<file path="src/rtl/mcp_expander_scan_if.sv">
`default_nettype none
// ----------------------------------------------------------------------------
// mcp_expander_scan_if : candidate-driver bus bundle for the expander scanner
// rev 1.0
// ----------------------------------------------------------------------------
interface mcp_expander_scan_if #(
  parameter int NUM_DEV = 2,
  parameter int DATA_W  = 16
);
  localparam int SEL_W = (NUM_DEV > 1) ? $clog2(NUM_DEV) : 1;

  logic [NUM_DEV-1:0]        dev_present;
  logic [NUM_DEV*DATA_W-1:0] dev_in;
  logic [NUM_DEV-1:0]        dev_scl_oe;
  logic [NUM_DEV-1:0]        dev_sda_oe;
  logic                      rescan;
  logic                      scl_oe;
  logic                      sda_oe;
  logic [SEL_W-1:0]          sel;
  logic                      sel_valid;
  logic [DATA_W-1:0]         data_out;
  logic [NUM_DEV-1:0]        found;
  logic                      change;

  modport master (
    output dev_present, dev_in, dev_scl_oe, dev_sda_oe, rescan,
    input  scl_oe, sda_oe, sel, sel_valid, data_out, found, change
  );

  modport slave (
    input  dev_present, dev_in, dev_scl_oe, dev_sda_oe, rescan,
    output scl_oe, sda_oe, sel, sel_valid, data_out, found, change
  );
endinterface
`default_nettype wire

</file>
<file path="src/rtl/mcp_expander_scan.sv">
`default_nettype none
// ----------------------------------------------------------------------------
// mcp_expander_scan : time-slotted detection of one I2C GPIO expander driver,
//                     then lock onto it and forward its bus and data
// rev 1.0
// ----------------------------------------------------------------------------
module mcp_expander_scan #(
  parameter int NUM_DEV     = 2,
  parameter int DATA_W      = 16,
  parameter int SLOT_CYCLES = 65536,
  parameter int LOSS_CYCLES = 1024
) (
  input  wire logic           clk,
  input  wire logic           reset_n,
  mcp_expander_scan_if.slave  bus
);
  localparam int SEL_W = (NUM_DEV > 1) ? $clog2(NUM_DEV) : 1;
  localparam int T_W   = $clog2(SLOT_CYCLES);
  localparam int L_W   = $clog2(LOSS_CYCLES);
  localparam logic [T_W-1:0]   T_LAST = T_W'(SLOT_CYCLES - 1);
  localparam logic [L_W-1:0]   L_LAST = L_W'(LOSS_CYCLES - 1);
  localparam logic [SEL_W-1:0] S_LAST = SEL_W'(NUM_DEV - 1);

  typedef enum logic [0:0] {
    DETECT = 1'b0,
    LOCKED = 1'b1
  } state_t;

  state_t             r_state, w_state;
  logic [SEL_W-1:0]   r_s, w_s;
  logic [SEL_W-1:0]   r_sel, w_sel;
  logic [SEL_W-1:0]   w_owner, w_hi;
  logic [T_W-1:0]     r_t, w_t;
  logic [L_W-1:0]     r_loss, w_loss;
  logic [NUM_DEV-1:0] r_mask, w_mask;
  logic [NUM_DEV-1:0] r_found, w_found;
  logic               r_sel_valid, w_sel_valid;
  logic [DATA_W-1:0]  r_data, w_dev_word;
  logic               r_change;
  logic               w_pres_s, w_pres_sel;
  logic               w_scl, w_sda;

  // Reset forces device 0 onto the bus so the lines never float undefined.
  always_comb begin
    w_owner = '0;
    if (reset_n) w_owner = (r_state == LOCKED) ? r_sel : r_s;
  end

  always_comb begin
    w_scl = 1'b0;
    w_sda = 1'b0;
    for (int k = 0; k < NUM_DEV; k++) begin
      if (SEL_W'(k) == w_owner) begin
        w_scl = bus.dev_scl_oe[k];
        w_sda = bus.dev_sda_oe[k];
      end
    end
  end

  always_comb begin
    w_pres_s   = 1'b0;
    w_pres_sel = 1'b0;
    for (int k = 0; k < NUM_DEV; k++) begin
      if (SEL_W'(k) == r_s)   w_pres_s   = bus.dev_present[k];
      if (SEL_W'(k) == r_sel) w_pres_sel = bus.dev_present[k];
    end
  end

  always_comb begin
    w_dev_word = '0;
    for (int k = 0; k < NUM_DEV; k++) begin
      if (SEL_W'(k) == w_sel) w_dev_word = bus.dev_in[k*DATA_W +: DATA_W];
    end
  end

  always_comb begin
    w_state     = r_state;
    w_s         = r_s;
    w_t         = r_t;
    w_loss      = '0;
    w_mask      = r_mask;
    w_found     = r_found;
    w_sel       = r_sel;
    w_sel_valid = r_sel_valid;
    w_hi        = r_sel;
    case (r_state)
      DETECT: begin
        w_sel_valid = 1'b0;
        if (bus.rescan) begin
          w_s    = '0;
          w_t    = '0;
          w_mask = '0;
        end else if (r_t == T_LAST) begin
          w_t         = '0;
          w_mask[r_s] = w_pres_s;
          if (r_s == S_LAST) begin
            w_found = w_mask;
            w_s     = '0;
            // Ascending scan: the last hit is the highest-index device.
            for (int k = 0; k < NUM_DEV; k++) begin
              if (w_mask[k]) w_hi = SEL_W'(k);
            end
            if (|w_mask) begin
              w_state     = LOCKED;
              w_sel       = w_hi;
              w_sel_valid = 1'b1;
            end
            w_mask = '0;
          end else begin
            w_s = r_s + SEL_W'(1);
          end
        end else begin
          w_t = r_t + T_W'(1);
        end
      end
      LOCKED: begin
        if (!w_pres_sel) w_loss = r_loss + L_W'(1);
        if (bus.rescan || (!w_pres_sel && (r_loss == L_LAST))) begin
          w_state     = DETECT;
          w_s         = '0;
          w_t         = '0;
          w_loss      = '0;
          w_mask      = '0;
          w_sel_valid = 1'b0;
        end
      end
    endcase
  end

  always_ff @(posedge clk) begin
    if (!reset_n) begin
      r_state     <= DETECT;
      r_s         <= '0;
      r_t         <= '0;
      r_loss      <= '0;
      r_mask      <= '0;
      r_found     <= '0;
      r_sel       <= '0;
      r_sel_valid <= 1'b0;
      r_data      <= '0;
      r_change    <= 1'b0;
    end else begin
      r_state     <= w_state;
      r_s         <= w_s;
      r_t         <= w_t;
      r_loss      <= w_loss;
      r_mask      <= w_mask;
      r_found     <= w_found;
      r_sel       <= w_sel;
      r_sel_valid <= w_sel_valid;
      r_data      <= (w_state == LOCKED) ? w_dev_word : '0;
      r_change    <= (w_sel_valid != r_sel_valid);
    end
  end

  assign bus.scl_oe    = w_scl;
  assign bus.sda_oe    = w_sda;
  assign bus.sel       = r_sel;
  assign bus.sel_valid = r_sel_valid;
  assign bus.data_out  = r_data;
  assign bus.found     = r_found;
  assign bus.change    = r_change;
endmodule
`default_nettype wire

</file>
<file path="src/flat_wrapper.sv">
// flat-port wrapper written by rule: the top's interface ports become plain ports
module mcp_expander_scan_flat 
#(
  parameter int NUM_DEV     = 2,
  parameter int DATA_W      = 16,
  parameter int SLOT_CYCLES = 65536,
  parameter int LOSS_CYCLES = 1024
)
  (clk, reset_n, bus_dev_present, bus_dev_in, bus_dev_scl_oe, bus_dev_sda_oe, bus_rescan, bus_scl_oe, bus_sda_oe, bus_sel, bus_sel_valid, bus_data_out, bus_found, bus_change);
  mcp_expander_scan_if #(.NUM_DEV(NUM_DEV), .DATA_W(DATA_W)) bus_i ();
  input  wire logic clk;
  input  wire logic reset_n;
  input wire logic [$bits(bus_i.dev_present)-1:0] bus_dev_present;
  input wire logic [$bits(bus_i.dev_in)-1:0] bus_dev_in;
  input wire logic [$bits(bus_i.dev_scl_oe)-1:0] bus_dev_scl_oe;
  input wire logic [$bits(bus_i.dev_sda_oe)-1:0] bus_dev_sda_oe;
  input wire logic [$bits(bus_i.rescan)-1:0] bus_rescan;
  output wire logic [$bits(bus_i.scl_oe)-1:0] bus_scl_oe;
  output wire logic [$bits(bus_i.sda_oe)-1:0] bus_sda_oe;
  output wire logic [$bits(bus_i.sel)-1:0] bus_sel;
  output wire logic [$bits(bus_i.sel_valid)-1:0] bus_sel_valid;
  output wire logic [$bits(bus_i.data_out)-1:0] bus_data_out;
  output wire logic [$bits(bus_i.found)-1:0] bus_found;
  output wire logic [$bits(bus_i.change)-1:0] bus_change;
  assign bus_i.dev_present = bus_dev_present;
  assign bus_i.dev_in = bus_dev_in;
  assign bus_i.dev_scl_oe = bus_dev_scl_oe;
  assign bus_i.dev_sda_oe = bus_dev_sda_oe;
  assign bus_i.rescan = bus_rescan;
  assign bus_scl_oe = bus_i.scl_oe;
  assign bus_sda_oe = bus_i.sda_oe;
  assign bus_sel = bus_i.sel;
  assign bus_sel_valid = bus_i.sel_valid;
  assign bus_data_out = bus_i.data_out;
  assign bus_found = bus_i.found;
  assign bus_change = bus_i.change;
  mcp_expander_scan #(.NUM_DEV(NUM_DEV), .DATA_W(DATA_W), .SLOT_CYCLES(SLOT_CYCLES), .LOSS_CYCLES(LOSS_CYCLES)) u_core (.clk(clk), .reset_n(reset_n), .bus(bus_i));
endmodule
</file>
<file path="config.mk">
export PLATFORM = sky130hd
export DESIGN_NAME = mcp_expander_scan_flat
export DESIGN_NICKNAME = d
export VERILOG_FILES = /design/src/rtl/mcp_expander_scan_if.sv /design/src/rtl/mcp_expander_scan.sv /design/src/flat_wrapper.sv
export SDC_FILE = /design/constraint.sdc
export NUM_CORES = 1
export LEC_CHECK = 0
export CORE_ASPECT_RATIO = 1.4
export CORE_MARGIN = 3
export CORE_UTILIZATION = 47
export CTS_BUF_LIST = sky130_fd_sc_hd__clkbuf_16
export CTS_CLUSTER_DIAMETER = 50
export CTS_CLUSTER_SIZE = 10
export DETAILED_ROUTE_END_ITERATION = 8
export PLACE_DENSITY_LB_ADDON = 0.08
export SLEW_MARGIN = 40
export SYNTH_ARGS = -nofsm -noshare
export SYNTH_HDL_FRONTEND = slang
export SYNTH_SLANG_ARGS = --single-unit
export TNS_END_PERCENT = 100
</file>
<file path="constraint.sdc">
create_clock -name clk -period 2.9 [get_ports clk]
set_clock_uncertainty 0.05 [all_clocks]
set_input_delay 0.58 -clock clk [delete_from_list [all_inputs] [get_ports clk]]
set_output_delay 0.58 -clock clk [all_outputs]
set_load 0.01 [all_outputs]
</file>
After elaboration in Yosys (flattened, before gate mapping)
Index checks and enable logic that the tools add are counted.

Register bits after elaboration: 51. Output and inout bits: 23. Input port bits: 41. Logic and storage cells: 71.

Bitwise operators: 3. Eq/ne operators: 5. Reduce and logical (&&, ||, !) cells: 9. $lt $le $gt $ge: 2. Add/subtract/negate cells: 3. Mux-type cells: 39.

Operators by type and width (count): two-way mux 16 bit (4); one-hot mux 16 bit (2 select lines) (1); two-way mux 1 bit (24); adder 16 x 1 -> 16 bit, second input constant (1); == test 16 bit, second input constant (1); adder 10 x 1 -> 10 bit, second input constant (1); == test 10 bit, second input constant (1); two-way mux 2 bit (4); one-hot mux 1 bit (2 select lines) (3); one-hot mux 2 bit (2 select lines) (1); AND reduction 2 bit (2); AND reduction 4 bit (1); OR reduction 4 bit (1); inequality test 3 x 2 -> 1 bit, second input constant (1); NOT 1 bit (3); bitwise mux 2 bit (1); logical AND 1 bit (2); less-than comparator 1 x 2 -> 1 bit, second input constant (1); inequality test 2 bit, second input constant (1); OR reduction 2 bit (1); adder 1 bit, second input constant (1); demux 1 bit (select 1 bit) (1); >= comparator 1 bit, second input constant (1); zero test 1 bit (1); other kinds (2) (2).

Depth between registers and ports, before layout
Word-level depth: 13. Depth in mapped cells: 9. Gate-level depth less buffers: 6.

Worst setup path after synthesis
No wires, ideal clock.

Kind: input to register. Start: input port bus_rescan. End: register u_core.r_data[10] (netlist: u_core.bus.data_out[10]). Path buffers: 3. Setup time: 70 ps. Path slack: 886 ps. Required time: 2780 ps. Stages on the path: 8. Data arrival time: 1894 ps. Cells stage by stage: nor2_1 > and4_1 > clkbuf_1 > and3_1 > buf_2 > clkbuf_1 > o21ai_0 > a21oi_1.

Word-level cells in the longest chain between the ends: 4. Elaborated cells on any way between the ends: 8. Classes of those cells: mux: 6; reduce/logical: 2.

RTL lines: start: declaration (RTL line flat_wrapper.sv:17) `input wire logic [$bits(bus_i.rescan)-1:0] bus_rescan;`; logical OR 1 bit (RTL line mcp_expander_scan.sv:118) `if (bus.rescan || (!w_pres_sel && (r_loss == L_LAST))) begin`; two-way mux 1 bit (RTL line mcp_expander_scan.sv:118); one-hot mux 1 bit (2 select lines) (RTL line mcp_expander_scan.sv:86) `case (r_state)`; AND reduction 2 bit (no source line); end signal: assignment (RTL line mcp_expander_scan.sv:151) `r_data <= (w_state == LOCKED) ? w_dev_word : '0;`; end: declaration (RTL line mcp_expander_scan.sv:38) `logic [DATA_W-1:0] r_data, w_dev_word;`.

Several ways; a longest one is shown, not always the timed one. A chain may end at the register's enable or synchronous reset.

Worst setup path after layout
Start: register u_core.r_state. End: output port bus_scl_oe.

Word-level cells in the longest chain between the ends: 3.

RTL lines: start: declaration (RTL line mcp_expander_scan.sv:29) `state_t r_state, w_state;`; start signal: assignment (RTL line mcp_expander_scan.sv:143) `r_state <= w_state;`; two-way mux 1 bit (2 in a row) (RTL line mcp_expander_scan.sv:46) `if (reset_n) w_owner = (r_state == LOCKED) ? r_sel : r_s;`; two-way mux 1 bit (RTL line mcp_expander_scan.sv:53) `if (SEL_W'(k) == w_owner) begin`; end: declaration (RTL line flat_wrapper.sv:18) `output wire logic [$bits(bus_i.scl_oe)-1:0] bus_scl_oe;`.

Every way passes these cells.

==> results by stage <==
Yosys:
- In this run, distinct cell masters in the synthesized netlist total 48.
- For this run, the number of Yosys warnings is 0.
- The most instantiated flip-flop cell in the synthesis netlist is sky130_fd_sc_hd__dfxtp_1.
- Dividing the synthesized area by the synthesized cell count gives 8.663 sq um.
- The cell count after synthesis came out at 263.
- The synthesized design contains 0 enable-type register cells.
- The top cell type's share of synthesized area is 43.93%.
- The total of flip-flops plus latches after synthesis is 50.
- sky130_fd_sc_hd__dfxtp_1 takes more of the synthesized area than any other cell.
- The most frequently used cell type in the post-synthesis netlist is sky130_fd_sc_hd__dfxtp_1.
- Sequential elements use 43.93% of the synthesized area.
- By area the synthesized netlist is led by sky130_fd_sc_hd__dfxtp_1, sky130_fd_sc_hd__nand3_1, sky130_fd_sc_hd__a21oi_1.
- In the synthesized netlist the async set-or-reset flop fraction comes to 0%.
- The commonest cells after synthesis are sky130_fd_sc_hd__dfxtp_1, sky130_fd_sc_hd__nand3_1, sky130_fd_sc_hd__a21oi_1.
- The synthesized netlist occupies a cell area of 2278 sq um.
- Synthesis produced a netlist with a net count of 306.

Status:
- The run finished with clean final reports.

Floorplan:
- Row generation in the floorplan step produced 29 rows.
- From left edge to right edge, the die measures 64.85 um.
- The floorplan step defined a die boundary enclosing 5731 sq um.
- The initial core utilization is 49.44%.
- The count of boundary I/O pins is 64.
- The die span in y is 88.38 um.
- The standard cell core area is 4608 sq um.

Place:
- The post-DP HPWL is 4194 um.
- After detailed placement, the total cell area comes to 2937 sq um.
- The weighted congestion at the end of routability-driven global placement is 0.8141.
- The number of input and output port buffers inserted is 63.

Critical path:
- The highest fanout seen on the critical path is 7.
- The cell depth of the worst flop-to-flop path is 6.
- Among all stages on the critical path, the largest delay is contributed by sky130_fd_sc_hd__clkdlybuf4s50_1.
- The signal on the critical path passes through mux2_2, nand2_1, mux2_2, clkdlybuf4s50_1.
- The largest single stage delay on the critical path is 0.48 ns.
- The endpoint class of the critical path is an output port.
- Across all register-to-register paths, the minimum setup slack is 0.69 ns.
- The arrival time reported for the critical path endpoint is 2.02 ns.
- The cell type with the highest occurrence count on the critical path is sky130_fd_sc_hd__mux2_2.
- The launching point of the worst reg2reg path is u_core.r_loss[0].
- The endpoint identified for the worst register-to-register timing path is u_core.bus.data_out[1].
- The required time reported for the critical path endpoint is 2.27 ns.
- The critical path in this run is classified as flip-flop to output port.
- The worst setup path is launched from a flip-flop.

Route:
- The detailed-route vias per instance is 5.530.
- In this run the remaining antenna-violating nets after routing total 0.
- The number of DRC violations after detailed-routing iteration 0 is 88.
- Dividing the detail-routed wire length by the instance count gives 14.94 um.
- The routed layout has 2,140 vias.
- The number of optimization iterations in the first detailed-route pass is 4.
- For this run, design rule violations remaining after detail routing come to 0.
- The detailed-route wire length is 5781 um.

Job:
- Across the run, the number of max-cap violations was 0.

Clock tree:
- In this run, post-CTS repair resized a total of 0 instances.
- For this design, the sink count on the clock tree is 50.
- Buffers inserted during clock tree synthesis total 5.
- Buffers inserted to repair hold after CTS numbered 0.
- After clock tree synthesis, the clock-pin slew on the worst setup and hold paths is 0.07 ns.
- Counting along the longest clock path gives a buffer depth of 2.
- At the later pin of the worst-skew pair, clock insertion delay measures 0.29 ns.
- The clock tree from TritonCTS is done.
- The root buffer cell chosen for the clock tree is sky130_fd_sc_hd__clkbuf_16.
- The deepest level of the CTS H-tree is 2.
- The number of setup buffers added after CTS is 0.

STA:
- The post-route fraction of the period consumed by the critical path is 91.23%.
- The post-layout minimum cycle time is 2.646 ns.
- The actual transition at the worst max-transition pin is 0.6361 ns.
- Setup repair after global routing left no endpoint under its margin.
- Setup total negative slack on the finished layout was measured at 0 ns.
- The normalized max-slew margin is 57.46%.
- The worst slack on hold paths is 0.4009 ns.
- The total count of hold-check failures in the final report was 0.
- The max-slew violation count was 0.
- For this run, the top clock speed supported by timing is 0.3780 GHz.
- The number of setup violations in the final report is 0.

Global route:
- The all-layer global routing usage is 20.99%.
- The first global-routing pass estimated 9556 um of wire.
- The pin count of the biggest net entering global routing is 18.
- The initial antenna violation count is 0.
- For this run the aggregate overflow at the end of global routing stands at 0.
- The number of global-route vias before repair is 2,059.

Power:
- Of the total power, the share spent switching nets is 21.10%.
- Internal power comes to 0.001069 W.
- The power density over the cells is 439.7 nW/um^2.
- Total power for the finished layout comes to 0.001355 W.
- The static leakage is 1.143 nW.
- The clock group share of total power is 42.4%.
- The maximum resistive drop on vdd is 0.3814 mV.
- For this design the total switching power over the nets is 0.0002859 W.
- The sequential fraction of design power is 50.9%.
- The share of total power dissipated in combinational logic is 6.7%.

Hold path:
- The worst hold path terminates at u_core.r_loss[0].
- The worst min-delay path class is flip-flop to flip-flop.
- The launch point of the worst hold path is u_core.r_loss[0].
- The hold-critical path depth is 1.

Layout:
- At the end of the flow, the number of nets in the layout was 367.
- Registers take 1001 sq um.
- The area of the multi-input gates is 1171 sq um.
- The number of inserted diodes is 0.
- The final design instance area without fill is 3082 sq um.
- Cells with a size suffix above 1 make up 8.923% of the layout.
- Relative to the synthesized area, the layout overhead comes to 35.26%.
- The fill cell total of the finished layout is 403.
## layout make-up
class / count / share of cell area, %
clock inverter: 3 / 0.6496
clock buffer: 5 / 4.060
multi-input combinational: 194 / 38.00
tap: 62 / 2.517
sequential: 50 / 32.48
inverter: 5 / 0.6090
timing repair buffer: 68 / 21.68
## cell families (layout without fill, tap and decap cells)
family	after synthesis	in the layout	share of synthesized area (%)
compound gates	74	74	19.06
mux	5	5	2.361
fa+ha+maj	2	2	1.098
simple gates	103	103	24.77
xor+xnor	10	10	3.844
buf+inv	19	81	4.942
flops	50	50	43.93
## worst max path at each step
stage                        from                       to  slack (ns)  cells after the start
4_1_cts            u_core.r_state               bus_scl_oe        0.24                      4
3_5_place_dp   bus_dev_present[1]   u_core.bus.data_out[1]        0.08                      6
5_1_grt            u_core.r_state               bus_scl_oe        0.17                      4
3_3_place_gp   bus_dev_present[1]   u_core.bus.data_out[0]        0.12                      6
2_1_floorplan          bus_rescan  u_core.bus.data_out[10]        0.89                      8
6_report           u_core.r_state               bus_scl_oe        0.25                      4
## state kept, by name, summed over array words and instances, names as in the netlist
register and flops:
u_core.bus.change 1, u_core.bus.data_out 16, u_core.bus.found 2, u_core.bus.sel 1, u_core.bus.sel_valid 1, u_core.r_loss 10
u_core.r_mask 1, u_core.r_s 1, u_core.r_state 1, u_core.r_t 16
## power by group through the flow
stage | clock network, W | registers, W | logic [W]
finish | 0.000575 | 0.000690 | 0.0000902
global route | 0.000620 | 0.000690 | 0.0000982
CTS | 0.000589 | 0.000690 | 0.0000906
detailed placement | 0 | 0.000706 | 0.0000895
global placement | 0 | 0.000706 | 0.0000890
floorplan | 0 | 0.000705 | 0.0000254
## worst max-delay path, delay by kind of cell (launching register included)
family	cells	cell delay (ns)
flops	1	0.44
simple gates	1	0.10
mux	2	0.70
buf+inv	1	0.48
## metrics by stage
step	cells	util, %	setup slack, ns
2_1_floorplan	263	-	0.8859
3_3_place_gp	379	63.59	0.1164
3_5_place_dp	379	63.73	0.07883
4_1_cts	387	66.87	0.2393
5_1_grt	387	66.87	0.1681
6_report	387	66.87	0.2542
## placed cells by master, fill, tap and decap left out, drive strengths merged, types with 3 or more instances in the layout
cell type / n
dfxtp: 50
a41oi: 3
clkdlybuf4s50: 63
nand3: 31
xor2: 6
and3: 9
and4: 4
inv: 6
nor3: 4
buf: 5
xnor2: 4
clkbuf: 5
o21ai: 26
nand4: 4
a31oi: 6
nor2: 21
nand2: 16
mux2: 3
a21oi: 29
## routing by layer
layer,GRT usage [%],up-vias,wire length (um)
met5,0,-,0
met4,5.769,0,59
met3,5.337,6,333
met2,38.27,52,2889
met1,24.17,998,2499
li1,-,1084,-
No activity file was read; power rests on OpenSTA's default activity.
